## src/rtl/eth_tx_frame_arbiter.sv

```systemverilog
// Frame-granular round-robin arbiter feeding the 10G MAC TX stream.
// Frames are never interleaved; over-length frames are cut, flagged bad, and their tail discarded.
module eth_tx_frame_arbiter #(
  parameter int S_COUNT        = 4,
  parameter int DATA_WIDTH     = 64,
  parameter int KEEP_WIDTH     = DATA_WIDTH/8,
  parameter int USER_WIDTH     = 1,
  parameter int MAX_BEATS      = 1152,
  parameter int BEAT_CNT_WIDTH = $clog2(MAX_BEATS+1)
) (
  input  logic                          clk,
  input  logic                          rst,
  input  logic [S_COUNT*DATA_WIDTH-1:0] s_axis_tdata,
  input  logic [S_COUNT*KEEP_WIDTH-1:0] s_axis_tkeep,
  input  logic [S_COUNT-1:0]            s_axis_tvalid,
  output logic [S_COUNT-1:0]            s_axis_tready,
  input  logic [S_COUNT-1:0]            s_axis_tlast,
  input  logic [S_COUNT*USER_WIDTH-1:0] s_axis_tuser,
  output logic [DATA_WIDTH-1:0]         m_axis_tdata,
  output logic [KEEP_WIDTH-1:0]         m_axis_tkeep,
  output logic                          m_axis_tvalid,
  input  logic                          m_axis_tready,
  output logic                          m_axis_tlast,
  output logic [USER_WIDTH-1:0]         m_axis_tuser,
  output logic                          grant_valid,
  output logic [$clog2(S_COUNT)-1:0]    grant_index,
  output logic                          trunc_pulse
);

  localparam int IDX_W = $clog2(S_COUNT);

  localparam logic [1:0] ST_IDLE   = 2'd0;
  localparam logic [1:0] ST_ACTIVE = 2'd1;
  localparam logic [1:0] ST_DROP   = 2'd2;

  localparam logic [BEAT_CNT_WIDTH-1:0] CNT_LAST = BEAT_CNT_WIDTH'(MAX_BEATS-1);

  logic [1:0]                state_q, state_d;
  logic [IDX_W-1:0]          grant_q, grant_d;
  logic [IDX_W-1:0]          lastg_q, lastg_d;
  logic [BEAT_CNT_WIDTH-1:0] cnt_q, cnt_d;
  logic                      trunc_q, trunc_d;

  logic [DATA_WIDTH-1:0]     mdata_q, mdata_d;
  logic [KEEP_WIDTH-1:0]     mkeep_q, mkeep_d;
  logic [USER_WIDTH-1:0]     muser_q, muser_d;
  logic                      mvalid_q, mvalid_d;
  logic                      mlast_q, mlast_d;

  logic [DATA_WIDTH-1:0]     port_data [S_COUNT];
  logic [KEEP_WIDTH-1:0]     port_keep [S_COUNT];
  logic [USER_WIDTH-1:0]     port_user [S_COUNT];

  logic                      port_rdy;
  logic                      sel_valid, sel_last;
  logic [USER_WIDTH-1:0]     sel_user;
  logic                      xfer, load, force_end;
  logic                      rr_found;
  logic [IDX_W-1:0]          rr_idx;
  int                        rr_p;

  for (genvar i = 0; i < S_COUNT; i++) begin : g_port
    assign port_data[i]     = s_axis_tdata[i*DATA_WIDTH +: DATA_WIDTH];
    assign port_keep[i]     = s_axis_tkeep[i*KEEP_WIDTH +: KEEP_WIDTH];
    assign port_user[i]     = s_axis_tuser[i*USER_WIDTH +: USER_WIDTH];
    assign s_axis_tready[i] = port_rdy && (grant_q == IDX_W'(i));
  end

  assign sel_valid = s_axis_tvalid[grant_q];
  assign sel_last  = s_axis_tlast[grant_q];
  assign xfer      = port_rdy && sel_valid;

  // The only combinational input-to-output path: ready follows m_axis_tready while ACTIVE.
  always_comb begin
    port_rdy = 1'b0;
    case (state_q)
      ST_ACTIVE: port_rdy = !mvalid_q || m_axis_tready;
      ST_DROP:   port_rdy = 1'b1;
      default:   port_rdy = 1'b0;
    endcase
  end

  // First requester strictly after the previous winner, wrapping modulo S_COUNT.
  always_comb begin
    rr_found = 1'b0;
    rr_idx   = '0;
    rr_p     = 0;
    for (int k = 1; k <= S_COUNT; k++) begin
      rr_p = int'(lastg_q) + k;
      if (rr_p >= S_COUNT) rr_p = rr_p - S_COUNT;
      if (!rr_found && s_axis_tvalid[rr_p]) begin
        rr_found = 1'b1;
        rr_idx   = IDX_W'(rr_p);
      end
    end
  end

  always_comb begin
    state_d   = state_q;
    grant_d   = grant_q;
    lastg_d   = lastg_q;
    cnt_d     = cnt_q;
    trunc_d   = 1'b0;
    load      = 1'b0;
    force_end = 1'b0;
    case (state_q)
      ST_IDLE: begin
        if (rr_found) begin
          grant_d = rr_idx;
          cnt_d   = '0;
          state_d = ST_ACTIVE;
        end
      end
      ST_ACTIVE: begin
        if (xfer) begin
          load  = 1'b1;
          cnt_d = cnt_q + 1'b1;
          if (sel_last) begin
            state_d = ST_IDLE;
            lastg_d = grant_q;
          end else if (cnt_q == CNT_LAST) begin
            force_end = 1'b1;
            trunc_d   = 1'b1;
            state_d   = ST_DROP;
          end
        end
      end
      ST_DROP: begin
        if (xfer && sel_last) begin
          state_d = ST_IDLE;
          lastg_d = grant_q;
        end
      end
      default: state_d = ST_IDLE;
    endcase
  end

  // A truncated beat closes the frame downstream and marks it bad.
  always_comb begin
    sel_user    = port_user[grant_q];
    sel_user[0] = sel_user[0] | force_end;
  end

  always_comb begin
    mvalid_d = mvalid_q;
    mdata_d  = mdata_q;
    mkeep_d  = mkeep_q;
    mlast_d  = mlast_q;
    muser_d  = muser_q;
    if (load) begin
      mvalid_d = 1'b1;
      mdata_d  = port_data[grant_q];
      mkeep_d  = port_keep[grant_q];
      mlast_d  = sel_last | force_end;
      muser_d  = sel_user;
    end else if (m_axis_tready) begin
      mvalid_d = 1'b0;
    end
  end

  always_ff @(posedge clk) begin
    if (rst) begin
      state_q  <= ST_IDLE;
      grant_q  <= '0;
      lastg_q  <= IDX_W'(S_COUNT-1);
      cnt_q    <= '0;
      trunc_q  <= 1'b0;
      mvalid_q <= 1'b0;
      mdata_q  <= '0;
      mkeep_q  <= '0;
      mlast_q  <= 1'b0;
      muser_q  <= '0;
    end else begin
      state_q  <= state_d;
      grant_q  <= grant_d;
      lastg_q  <= lastg_d;
      cnt_q    <= cnt_d;
      trunc_q  <= trunc_d;
      mvalid_q <= mvalid_d;
      mdata_q  <= mdata_d;
      mkeep_q  <= mkeep_d;
      mlast_q  <= mlast_d;
      muser_q  <= muser_d;
    end
  end

  assign m_axis_tdata  = mdata_q;
  assign m_axis_tkeep  = mkeep_q;
  assign m_axis_tvalid = mvalid_q;
  assign m_axis_tlast  = mlast_q;
  assign m_axis_tuser  = muser_q;
  assign grant_valid   = (state_q != ST_IDLE);
  assign grant_index   = grant_q;
  assign trunc_pulse   = trunc_q;

endmodule

```

## config.mk

```make
export PLATFORM = sky130hd
export DESIGN_NAME = eth_tx_frame_arbiter
export DESIGN_NICKNAME = d
export VERILOG_FILES = /design/src/rtl/eth_tx_frame_arbiter.sv
export SDC_FILE = /design/constraint.sdc
export NUM_CORES = 1
export LEC_CHECK = 0
export BUFFER_PORTS_ARGS = -buffer_cell sky130_fd_sc_hd__buf_2
export CAP_MARGIN = 20
export CORE_AREA = 2 2 150 152
export CTS_BUF_LIST = sky130_fd_sc_hd__clkbuf_16
export DETAILED_ROUTE_END_ITERATION = 8
export DIE_AREA = 0 0 152 154
export PLACE_DENSITY = 0.56
export SYNTH_ARGS = -nofsm -noshare
export SYNTH_HDL_FRONTEND = slang
export SYNTH_SLANG_ARGS = --single-unit
```

## constraint.sdc

```tcl
create_clock -name clk -period 4.23 [get_ports clk]
set_input_delay 0.846 -clock clk [delete_from_list [all_inputs] [get_ports clk]]
set_output_delay 0.846 -clock clk [all_outputs]
set_load 0.02 [all_outputs]
```

Yosys cells after proc, flatten, opt, wreduce, memory -nomap -nowiden
Index checks and enable logic that the tools add are counted.
{ "op_classes": {"add_sub_neg": 9, "n_mux": 59, "order_cmp": 10, "shifts": 0, "n_mul": 0, "n_div": 0, "n_eq_ne": 11, "n_bitwise": 3, "reduce_logical": 24} }
{ "ops": {"columns": ["cell", "count"], "rows": [
  ["binary-select mux 64 bit (select 2 bit)", 1],
  ["< comparator 32 x 4 -> 1 bit (second input constant)", 4],
  ["2-to-1 mux 32 bit", 4],
  ["2-to-1 mux 64 bit", 2],
  ["2-to-1 mux 1 bit", 24],
  ["2-to-1 mux 2 bit", 12],
  ["2-to-1 mux 11 bit", 2],
  ["one-hot mux 11 bit (2 select lines)", 1],
  ["binary-select mux 8 bit (select 2 bit)", 1],
  ["2-to-1 mux 8 bit", 2],
  ["binary-select mux 1 bit (select 2 bit)", 7],
  [">= comparator 3 bit (second input constant)", 4],
  ["subtractor 3 x 3 -> 4 bit (second input constant)", 3],
  ["adder 11 x 1 -> 11 bit (second input constant)", 1],
  ["equality test 11 bit (second input constant)", 1],
  ["logical AND 1 bit", 9],
  ["inequality test 2 bit (second input constant)", 4],
  ["AND reduction 4 bit", 2],
  ["nonzero test 2 bit", 4],
  ["adder 2 x 2 -> 3 bit (second input constant)", 2],
  ["equality test 2 bit (second input constant)", 3],
  ["one-hot mux 2 bit (3 select lines)", 1],
  ["subtractor 4 x 3 -> 5 bit (second input constant)", 1],
  ["adder 2 x 3 -> 4 bit (second input constant)", 1],
  ["other kinds (14)", 20]
]} }
{ "word_totals": {"ram_bits": 0, "reg_bits": 93, "out_inout_bits": 83, "memories": 0, "latch_bits": 0, "romBits": 0} }

Depth between registers and ports, before layout
Gate-level depths: netlist of the first run.
{ "logic_depth": {"depth_word": 18, "depth_mapped": 9, "depth_no_buf": 7} }

Least setup slack after synthesis of the first run
Ideal clock, no wire load.
{ "synth_timing": {"kind": "reg-to-output", "from": "register grant_q[1], in the netlist grant_index[1]", "to": "output port s_axis_tready[2]", "setup_slack_ns": 1.535, "n_path_buf": 3, "required_time_ns": 3.384, "path_stages_with_launch": 5, "arrival_time_ns": 1.849, "path_cell_list": "dfxtp_1 -> buf_2 -> buf_1 -> buf_1 -> nor3b_1"} }
{ "synth_between": {"elab_chain_len": 2} }
{ "synth_rtl": {"columns": ["element", "line_no", "rtl"], "rows": [
  ["start: declaration", "39", "logic [IDX_W-1:0] grant_q, grant_d;"],
  ["start signal: assignment", "175", "grant_q <= grant_d;"],
  ["equality test 2 bit", "66", "assign s_axis_tready[i] = port_rdy && (grant_q == IDX_W'(i));"],
  ["logical AND 1 bit", "66", null],
  ["end: declaration", "16", "output logic [S_COUNT-1:0] s_axis_tready,"]
]} }
No other way between the ends.

Worst setup path in the final report of the first run
{ "layout_timing": {"from": "register grant_q[1], in the netlist grant_index[1]", "to": "output port grant_index[1]"} }
{ "layout_rtl": {"columns": ["element", "line_no", "rtl"], "rows": [
  ["end: declaration", "26", "output logic [$clog2(S_COUNT)-1:0] grant_index,"]
]} }
No word-level cell between the ends.

==> results by group, run 1 <==
Logic synthesis
  – Synth Cell Area: 5360 um2
  – Ys async rst share: 0%
  – Yosys reg bits: just over 90
  – Synth Flop Type: dfxtp_1
  – Ys Warns: 0
  – Distinct cells, synth: 39
  – Synthesized instance count: approximately 550
  – Syn_area_per_cell: slightly below 10 um2
  – Sequential area share after synthesis: a little over a third
  – Post-Syn Nets: 855
  – EDFF count, synth: 0

Clocking
  – Clock root buffer: clkbuf_16
  – Clock Pin Slew Worst Setup and Hold Paths: about 0.07 ns
  – CTS buffer count: 9
  – CTS resizes: 0
  – CTS hold repair buffers: 0
  – Clock Sink Count: 93
  – CTS tree: yes
  – H-tree Lvls: 3
  – Worst-Skew Late Latency: about 0.34 ns
  – Clock buffer depth: 2
  – # Post-CTS Setup Buffers: 0

Floorplan
  – Die area: roughly 23000 um2
  – IO Pins: 386
  – Die height: about 150 um
  – Starting Density: approximately a quarter
  – Core area: 21700 um2
  – Die span in x: 152 um
  – Std-Cell Rows: 54

Global routing
  – Largest net degree at the start of global routing: between 40 and 50
  – First-pass GRT wire length: 30.0 mm
  – GR Overflow Total: 0
  – Initial antenna violation count: 1
  – GRT Total Usage: ~16%
  – Vias in the first global route: about 5700

STA
  – Max transition margin: about 43%
  – Final Max Slew Viols: 0
  – Clock skew: roughly 0.008 ns
  – Tcrit/Tclk final: 65.9%
  – Minimum clock period: between 2 and 3 ns
  – Setup Viol. Count Final: 0
  – RSZ-0062 raised after global routing: false
  – Final hold violations: 0
  – Fmax: roughly 0.36 GHz
  – Setup_tns: 0 ns
  – Worst-Margin Slew: about 0.85 ns

Critical path
  – Worst R2R Start: state_q[1]
  – Startpoint types: flop
  – CP Buf/Inv Count: 2
  – Worst Setup SP: grant_index[1]
  – Critical path's slowest cell: dfxtp_4
  – CP delay by family, top: buffers and inverters
  – WS Path Type: reg -> out
  – Worst path max stage delay: about 0.65 ns
  – CP Max Fanout: 47
  – R2R depth: 7
  – Crit path depth: 2
  – Crit-path cells: buf_4 -> buf_2
  – R2R Setup Slk: ~1.9 ns
  – CP Capture Type: primary output
  – CP Data Arrival Time: approximately 1.9 ns
  – Critical path endpoint: grant_index[1]
  – Worst endpoint required time: roughly 3.4 ns
  – Critical R2R Capture: m_axis_tdata[63]

Drt
  – DRT iter0 DRCs: 249
  – Pre-Repair DR Iteration Count: 4
  – Drt total wl: 19.8 mm
  – Post-DRT Antenna Nets: 0
  – DRC violations left: 0
  – DR WL/cell: between 15 and 20 um
  – Vias per cell: roughly 4.8
  – Via count: about 5700

Placement
  – PortBufs: 385
  – Placed cells: about 1200
  – Placed wire-length estimate: 15.4 mm
  – Placer Congestion: 0.851

Power
  – Peak VDD IR: 0.000194 V
  – Int Power: ~1700 uW
  – Overall power: about 2400 uW
  – Reg power frac: roughly two fifths
  – Power Dens Cells: slightly above 300 nW/um2
  – Clock share of power: a little over a third
  – Sw frac: a little over a quarter
  – Leak: 0.00338 uW
  – Sw Pwr: 651 uW
  – Comb pwr share: 25.5%

Finish
  – Most frequent cells in the layout: 384 x buf_2, 155 x nand2_1, 91 x dfxtp_1
  – Most common cell after layout, fill and taps aside: buf_2
  – Layout area overhead: 46.0%
  – Final net count: roughly 1200
  – Final cell count without fillers: 1190
  – Antenna diodes: 0
  – Layout cells sized above 1: approximately 53%
  – Fill cell count: about 2300

Job
  – Max_cap viols: 0

Worst hold path
  – Worst hold path type: reg -> reg

Outcome
  – Status: completed
sequential cells by signal, summed over array words and instances, names as in the netlist:
register / count
m_axis_tdata: 64
cnt_q: 11
m_axis_tkeep: 8
grant_index: 2
lastg_q: 2
state_q: 2
m_axis_tlast: 1
m_axis_tuser: 1
m_axis_tvalid: 1
trunc_pulse: 1
worst register-to-register path, delay by kind of cell (launching register included):
family	cells	cell delay, ns
fa+ha+maj	1	0.35
flops	1	0.31
compound gates	2	0.40
buf+inv	2	0.38
simple gates	2	0.85
cell type report:
| cell class | count | area, um2 | share of cell area, % |
|---|---|---|---|
| Sequential cell | 93 | 1870 | 23.9 |
| Multi-Input combinational cell | 401 | 3270 | 41.7 |
| Inverter | 7 | 26.3 | 0.336 |
| Clock inverter | 7 | 83.8 | 1.07 |
| Timing Repair Buffer | 393 | 2000 | 25.6 |
| Clock buffer | 9 | 225 | 2.88 |
| Tap cell | 280 | 350 | 4.48 |
worst min path at each step:
| stage | depth (start not counted) | slack (ns) | end | from |
|---|---|---|---|---|
| after floorplan | 2 | 0.44 | cnt_q[10] | cnt_q[10] |
| after global placement | 2 | 0.44 | m_axis_tdata[18] | m_axis_tdata[18] |
| after detailed placement | 2 | 0.44 | m_axis_tdata[53] | m_axis_tdata[53] |
| after CTS | 2 | 0.45 | m_axis_tdata[53] | m_axis_tdata[53] |
| after global routing | 2 | 0.47 | m_axis_tdata[57] | m_axis_tdata[57] |
| final | 2 | 0.45 | m_axis_tkeep[5] | m_axis_tkeep[5] |
power by group through the flow:
stage               Clock (uW)  Sequential, uW  Combinational [uW]
floorplan                    0             944                 379
global placement             0             937                 615
detailed placement           0             938                 617
CTS                        900             917                 619
global route               938             920                 665
finish                     863             917                 609
logic make-up after synthesis:
family | count (synthesis) | synth area share [%]
multiplexers | 77 | 31.9
flip-flops | 93 | 34.7
adder cells (fa/ha/maj) | 4 | 0.934
buffers and inverters | 54 | 4.34
AND/OR/NAND/NOR | 206 | 16.8
AO/OA/AOI/OAI | 114 | 11.3
cell usage after synthesis, types with 4 or more instances:
master / instances / share of area, %
o21ai_0: 11 / 1.0
ha_1: 4 / 0.93
a21oi_1: 88 / 8.2
nor2_1: 7 / 0.49
buf_4: 4 / 0.56
buf_2: 10 / 0.93
clkbuf_1: 26 / 1.8
and3_1: 4 / 0.47
mux4_2: 75 / 32
buf_1: 5 / 0.35
dfxtp_1: 93 / 35
or3_1: 7 / 0.82
nand2_1: 155 / 11
nor3_1: 7 / 0.65
inv_1: 7 / 0.49
nand4_1: 5 / 0.58
per-layer routing:
metal / vias up / share of wire [%] / global-route usage [%]
met4: 2 / 1.7 / 5.61
met2: 264 / 52 / 29.6
li1: 2737 / - / -
met1: 2726 / 40 / 18.4
met3: 20 / 6.6 / 3.95
met5: - / 0.081 / 0
metrics by stage:
stage,hold slack [ns],util [%],area [um2],worst slack [ns]
after floorplan,0.441,-,5360,1.54
after global placement,0.439,34.6,7510,1.61
after detailed placement,0.444,34.6,7510,1.59
after CTS,0.452,36.1,7820,1.36
after global routing,0.468,36.1,7820,1.31
final,0.451,36.1,7820,1.44
No activity file was read; power rests on OpenSTA's default activity.
==> inputs of run 2 (changes only) <==
- CORE_AREA: 2 2 150 152 -> 2 2 151 153
- DIE_AREA: 0 0 152 154 -> 0 0 153 155
- PLACE_DENSITY: 0.56 -> 0.55
- clock period: 4.23 -> 2.7 ns (I/O delays scaled with it)
==> run 2 against run 1 <==
Compared with the run above: wire length is 3.8% lower; utilization is 0.82 points lower; highest routed layer is now met4; clock skew is 0.00086 ns lower; non-clock buffer count stayed put; critical path depth is 4 higher; register-to-register slack worse by 1.2 ns; hold slack worse by 0.0021 ns; total power is 50% higher; worst setup slack worse by 1.1 ns; final area is 0.16% higher; flip-flop and latch count stayed put; global-route usage is 0.98 points lower.
==> results by group, run 2 (same netlist as run 1, synthesis figures left out) <==
Outcome
  – Status: completed

Critical path
  – Crit-path cells: inv_1 -> ha_1 -> a21o_1 -> nand2_1 -> nor3b_1 -> buf_2
  – CP delay by family, top: adder cells
  – Worst endpoint required time: approximately 2.2 ns
  – Startpoint types: flop
  – Critical path's slowest cell: ha_1
  – Worst path max stage delay: ~0.34 ns
  – CP Capture Type: primary output
  – CP Data Arrival Time: around 1.9 ns
  – CP Buf/Inv Count: 2
  – CP Max Fanout: 9
  – WS Path Type: reg -> out

Clocking
  – Clock root buffer: clkbuf_16
  – Clock buffer depth: 2
  – CTS tree: yes
  – H-tree Lvls: 3
  – # Post-CTS Setup Buffers: 0
  – CTS resizes: 0
  – Worst-Skew Late Latency: ~0.34 ns
  – CTS buffer count: 9
  – Clock Sink Count: 93
  – Clock Pin Slew Worst Setup and Hold Paths: about 0.070 ns
  – CTS hold repair buffers: 0

Floorplan
  – Die span in x: around 150 um
  – Die height: around 160 um
  – Core area: 22200 um2
  – IO Pins: a little under 400
  – Starting Density: between 20% and 30%
  – Std-Cell Rows: between 50 and 60
  – Die area: between 20000 and 25000 um2

Placement
  – Placed cells: between 1000 and 1500
  – PortBufs: 385
  – Placer Congestion: ~0.81
  – Placed wire-length estimate: 15.0 mm

Job
  – Max_cap viols: 0

Drt
  – Via count: around 5700
  – Post-DRT Antenna Nets: 0
  – Vias per cell: around 4.8
  – DR WL/cell: between 15 and 20 um
  – DRT iter0 DRCs: 292
  – Drt total wl: around 19 mm
  – Pre-Repair DR Iteration Count: 6
  – DRC violations left: 0

Finish
  – Final net count: roughly 1200
  – Most common cell after layout, fill and taps aside: buf_2
  – Layout cells sized above 1: 53.4%
  – Post-route core utilization: about a third
  – Most frequent cells in the layout: 385 x buf_2, 155 x nand2_1, 91 x dfxtp_1
  – Max reg flops: 64
  – Final cell count without fillers: 1196
  – Layout area overhead: 46.2%

Worst hold path
  – Worst hold path type: reg -> reg

STA
  – RSZ-0062 raised after global routing: false
  – Final hold violations: 0
  – Clock skew: between 0.007 and 0.008 ns
  – Max transition margin: between 40% and 50%
  – Tcrit/Tclk final: between 80% and 90%
  – Setup_tns: 0 ns
  – Setup Viol. Count Final: 0
  – Minimum clock period: ~2.4 ns
  – Worst-Margin Slew: about 0.79 ns
  – Final Max Slew Viols: 0
  – Hold Worst Slack: roughly 0.45 ns
  – Fmax: roughly 0.42 GHz

Global routing
  – Initial antenna violation count: 0
  – Largest net degree at the start of global routing: 83
  – GR Overflow Total: 0
  – GRT Total Usage: ~15%
  – Vias in the first global route: around 5400
  – First-pass GRT wire length: approximately 29 mm

Power
  – Int Power: 2550 uW
  – Sw frac: between 20 and 30%
  – Peak VDD IR: around 0.00021 V
  – Sw Pwr: between 1000 and 1500 uW
  – Leak: ~0.0034 uW
  – Reg power frac: 40.2%
  – Clock share of power: 32.9%
  – Comb pwr share: between 20 and 30%
  – Power Dens Cells: approximately 460 nW/um2
==> run 2: cell count changes in the layout (fill, tap and decap cells not counted), moves of 2 or more <==
| cell | delta |
|---|---|
| buf_12 | +4 |
| buf_4 | -5 |
| bufinv_16 | -2 |
| clkinvlp_4 | +2 |
| inv_1 | -3 |
| inv_4 | +2 |
==> run 2: routing by layer <==
layer | track usage (%) | up-vias | wire, um
met5 | 0 | - | 0
met3 | 3.98 | 10 | 1410
li1 | - | 2746 | -
met2 | 27.4 | 255 | 9740
met1 | 18.1 | 2680 | 7710
met4 | 3.79 | 0 | 185
==> run 2: path summary, 6_finish.rpt <==
check	start	to	slack [ns]	cells past startpoint
setup / recovery	state_q[1]	s_axis_tready[2]	0.30	6
hold / removal	m_axis_tdata[51]	m_axis_tdata[51]	0.45	2
setup reg to reg	state_q[1]	cnt_q[4]	0.65	7
hold reg to reg	m_axis_tdata[51]	m_axis_tdata[51]	0.45	2
==> run 2: final cells by class <==
type | count | area, um2
fillers | 2340 | 14400
multi-input cells | 401 | 3270
repair buffers | 393 | 2050
flip-flops and latches | 93 | 1870
well taps | 285 | 357
clock buffers | 9 | 225
clock inverters | 7 | 40.0
inverters | 7 | 26.3
diodes | 1 | 2.50
==> run 2: power by group through the flow <==
stage | registers [uW] | clock network (uW) | logic, uW
after floorplan | 1480 | 0 | 594
after global placement | 1470 | 0 | 966
after detailed placement | 1470 | 0 | 973
after CTS | 1440 | 1220 | 976
after global routing | 1440 | 1280 | 1040
final | 1440 | 1180 | 960
==> run 2: tightest hold or removal path: cells and delay by family, from the launching register on <==
family	cells	cell delay (ns)
and+or+nand+nor	1	0.05
DFF	1	0.30
AOI/OAI and AO/OA	1	0.05
==> run 2: through the flow <==
stage / worst slack, ns / power, uW / cell area (um2)
3_3_place_gp: 0.656 / 2430 / 7570
4_1_cts: 0.287 / 3640 / 7830
6_report: 0.304 / 3570 / 7840
2_1_floorplan: 0.311 / 2070 / 5360
5_1_grt: 0.105 / 3760 / 7830
3_5_place_dp: 0.642 / 2440 / 7570
==> inputs of run 3 (changes only) <==
- CELL_PAD_IN_SITES_DETAIL_PLACEMENT: default -> 0
- CELL_PAD_IN_SITES_GLOBAL_PLACEMENT: default -> 1
- CORE_AREA: 2 2 151 153 -> default
- CORE_ASPECT_RATIO: default -> 0.6
- CORE_MARGIN: default -> 2
- CORE_UTILIZATION: default -> 29
- DIE_AREA: 0 0 153 155 -> default
- PLACE_DENSITY: 0.55 -> 0.85
==> run 3 against run 2 <==
Compared with the run above: sequential share of layout area up 0.18 points; highest routed layer unchanged; die area decreased by 17%; critical endpoint unchanged; non-clock buffer count increased by 3; total power decreased by 0.60%; cell count fell by 3.6%.
==> results by group, run 3 (same netlist as run 1, synthesis figures left out) <==
STA
  – Setup Viol. Count Final: 0
  – Worst-Margin Slew: 0.794 ns
  – Tcrit/Tclk final: 88.2%
  – Clock skew: 0.0109 ns
  – Final hold violations: 0
  – Final Max Slew Viols: 0
  – Max transition margin: between 40% and 50%
  – Minimum clock period: 2.38 ns
  – Fmax: around 0.42 GHz
  – RSZ-0062 raised after global routing: false
  – Setup_tns: 0 ns

Clocking
  – CTS hold repair buffers: 0
  – Clock buffer depth: 2
  – Clock Sink Count: 93
  – # Post-CTS Setup Buffers: 0
  – CTS tree: yes
  – CTS buffer count: 9
  – Worst-Skew Late Latency: approximately 0.34 ns
  – Clock Pin Slew Worst Setup and Hold Paths: roughly 0.07 ns
  – H-tree Lvls: 3
  – CTS resizes: 0
  – Clock root buffer: clkbuf_16

Drt
  – Vias per cell: around 5.0
  – DRC violations left: 0
  – DR WL/cell: ~16 um
  – Pre-Repair DR Iteration Count: 6
  – DRT iter0 DRCs: 292
  – Post-DRT Antenna Nets: 0
  – Drt total wl: 18.6 mm
  – Via count: around 5700

Worst hold path
  – Worst hold path type: in -> reg

Critical path
  – Worst path max stage delay: approximately 0.34 ns
  – CP delay by family, top: adder cells
  – Worst endpoint required time: 2.16 ns
  – CP Capture Type: primary output
  – Startpoint types: flop
  – Critical path's slowest cell: ha_1
  – Crit-path cells: inv_1 -> ha_1 -> a21o_1 -> nand2_1 -> nor3b_1 -> buf_2
  – WS Path Type: reg -> out
  – CP Max Fanout: 9
  – CP Buf/Inv Count: 2
  – CP Data Arrival Time: 1.84 ns

Global routing
  – Largest net degree at the start of global routing: between 70 and 80
  – Vias in the first global route: about 5500
  – GR Overflow Total: 0
  – Initial antenna violation count: 1
  – GRT Total Usage: 18.5%
  – First-pass GRT wire length: 28.7 mm

Power
  – Peak VDD IR: approximately 0.00024 V
  – Overall power: 3550 uW
  – Power Dens Cells: 457 nW/um2
  – Leak: between 0.003 and 0.004 uW

Placement
  – Placer Congestion: roughly 0.84
  – Placed cells: 1137
  – Placed wire-length estimate: between 15 and 20 mm
  – PortBufs: 385

Job
  – Max_cap viols: 0

Finish
  – Final cell count without fillers: around 1200
  – Most frequent cells in the layout: 385 x buf_2, 155 x nand2_1, 91 x dfxtp_1
  – Most common cell after layout, fill and taps aside: buf_2
  – Max reg flops: 64
  – Layout cells sized above 1: 53.5%
  – Multi-input logic area: around 3300 um2
  – Register area: 1870 um2
  – Layout area overhead: 45.1%
  – Final net count: about 1200
  – Fill cell count: about 1800
  – Antenna diodes: 0

Floorplan
  – Starting Density: around 30%
  – Std-Cell Rows: 38
  – Die span in x: about 180 um
  – Core area: 18100 um2
  – Die height: about 110 um
  – Die area: around 20000 um2
  – IO Pins: between 300 and 400

Outcome
  – Status: completed
[run 3: per-layer routing]
layer	up-vias	routed length (um)	GRT usage, %
met4	0	230	4.12
met2	237	8700	29.8
li1	2746	-	-
met3	18	1390	4.77
met1	2727	8320	25.2
met5	-	0	0
[run 3: metrics by stage]
stage                     setup WS [ns]  hold WS [ns]  instance area, um2  util, %
after floorplan                   0.311         0.441                5360        -
after global placement            0.579         0.439                7510     41.6
after detailed placement          0.552         0.444                7510     41.6
after CTS                         0.306         0.425                7780     43.0
after global routing              0.122         0.469                7780     43.0
final                             0.318         0.440                7780     43.0
[run 3: tightest hold or removal path: stages]
cell	delay, ns
buf_2	0.10
inv_1	0.06
nand2_1	0.05
[run 3: area by class of cell]
| cell class | instances | share of cell area, % |
|---|---|---|
| flip-flops and latches | 93 | 24.0 |
| repair buffers | 396 | 26.3 |
| clock buffers | 9 | 2.90 |
| clock inverters | 7 | 0.547 |
| well taps | 240 | 3.86 |
| multi-input cells | 401 | 42.0 |
| inverters | 7 | 0.338 |
[run 3: worst paths after layout]
path                     from                to  slack (ns)  cells after the start
max                state_q[1]  s_axis_tready[2]        0.32                      6
min                       rst        lastg_q[1]        0.44                      3
max reg2reg        state_q[1]   m_axis_tkeep[0]        0.60                      7
min reg2reg  m_axis_tdata[62]  m_axis_tdata[62]        0.45                      2
[run 3: power breakdown]
part	internal, uW	total [uW]	leakage, uW	switching (uW)
Sequential	1400	1430	0.000752	31.5
Combinational	531	956	0.00250	424
Clock	620	1160	0.000136	540
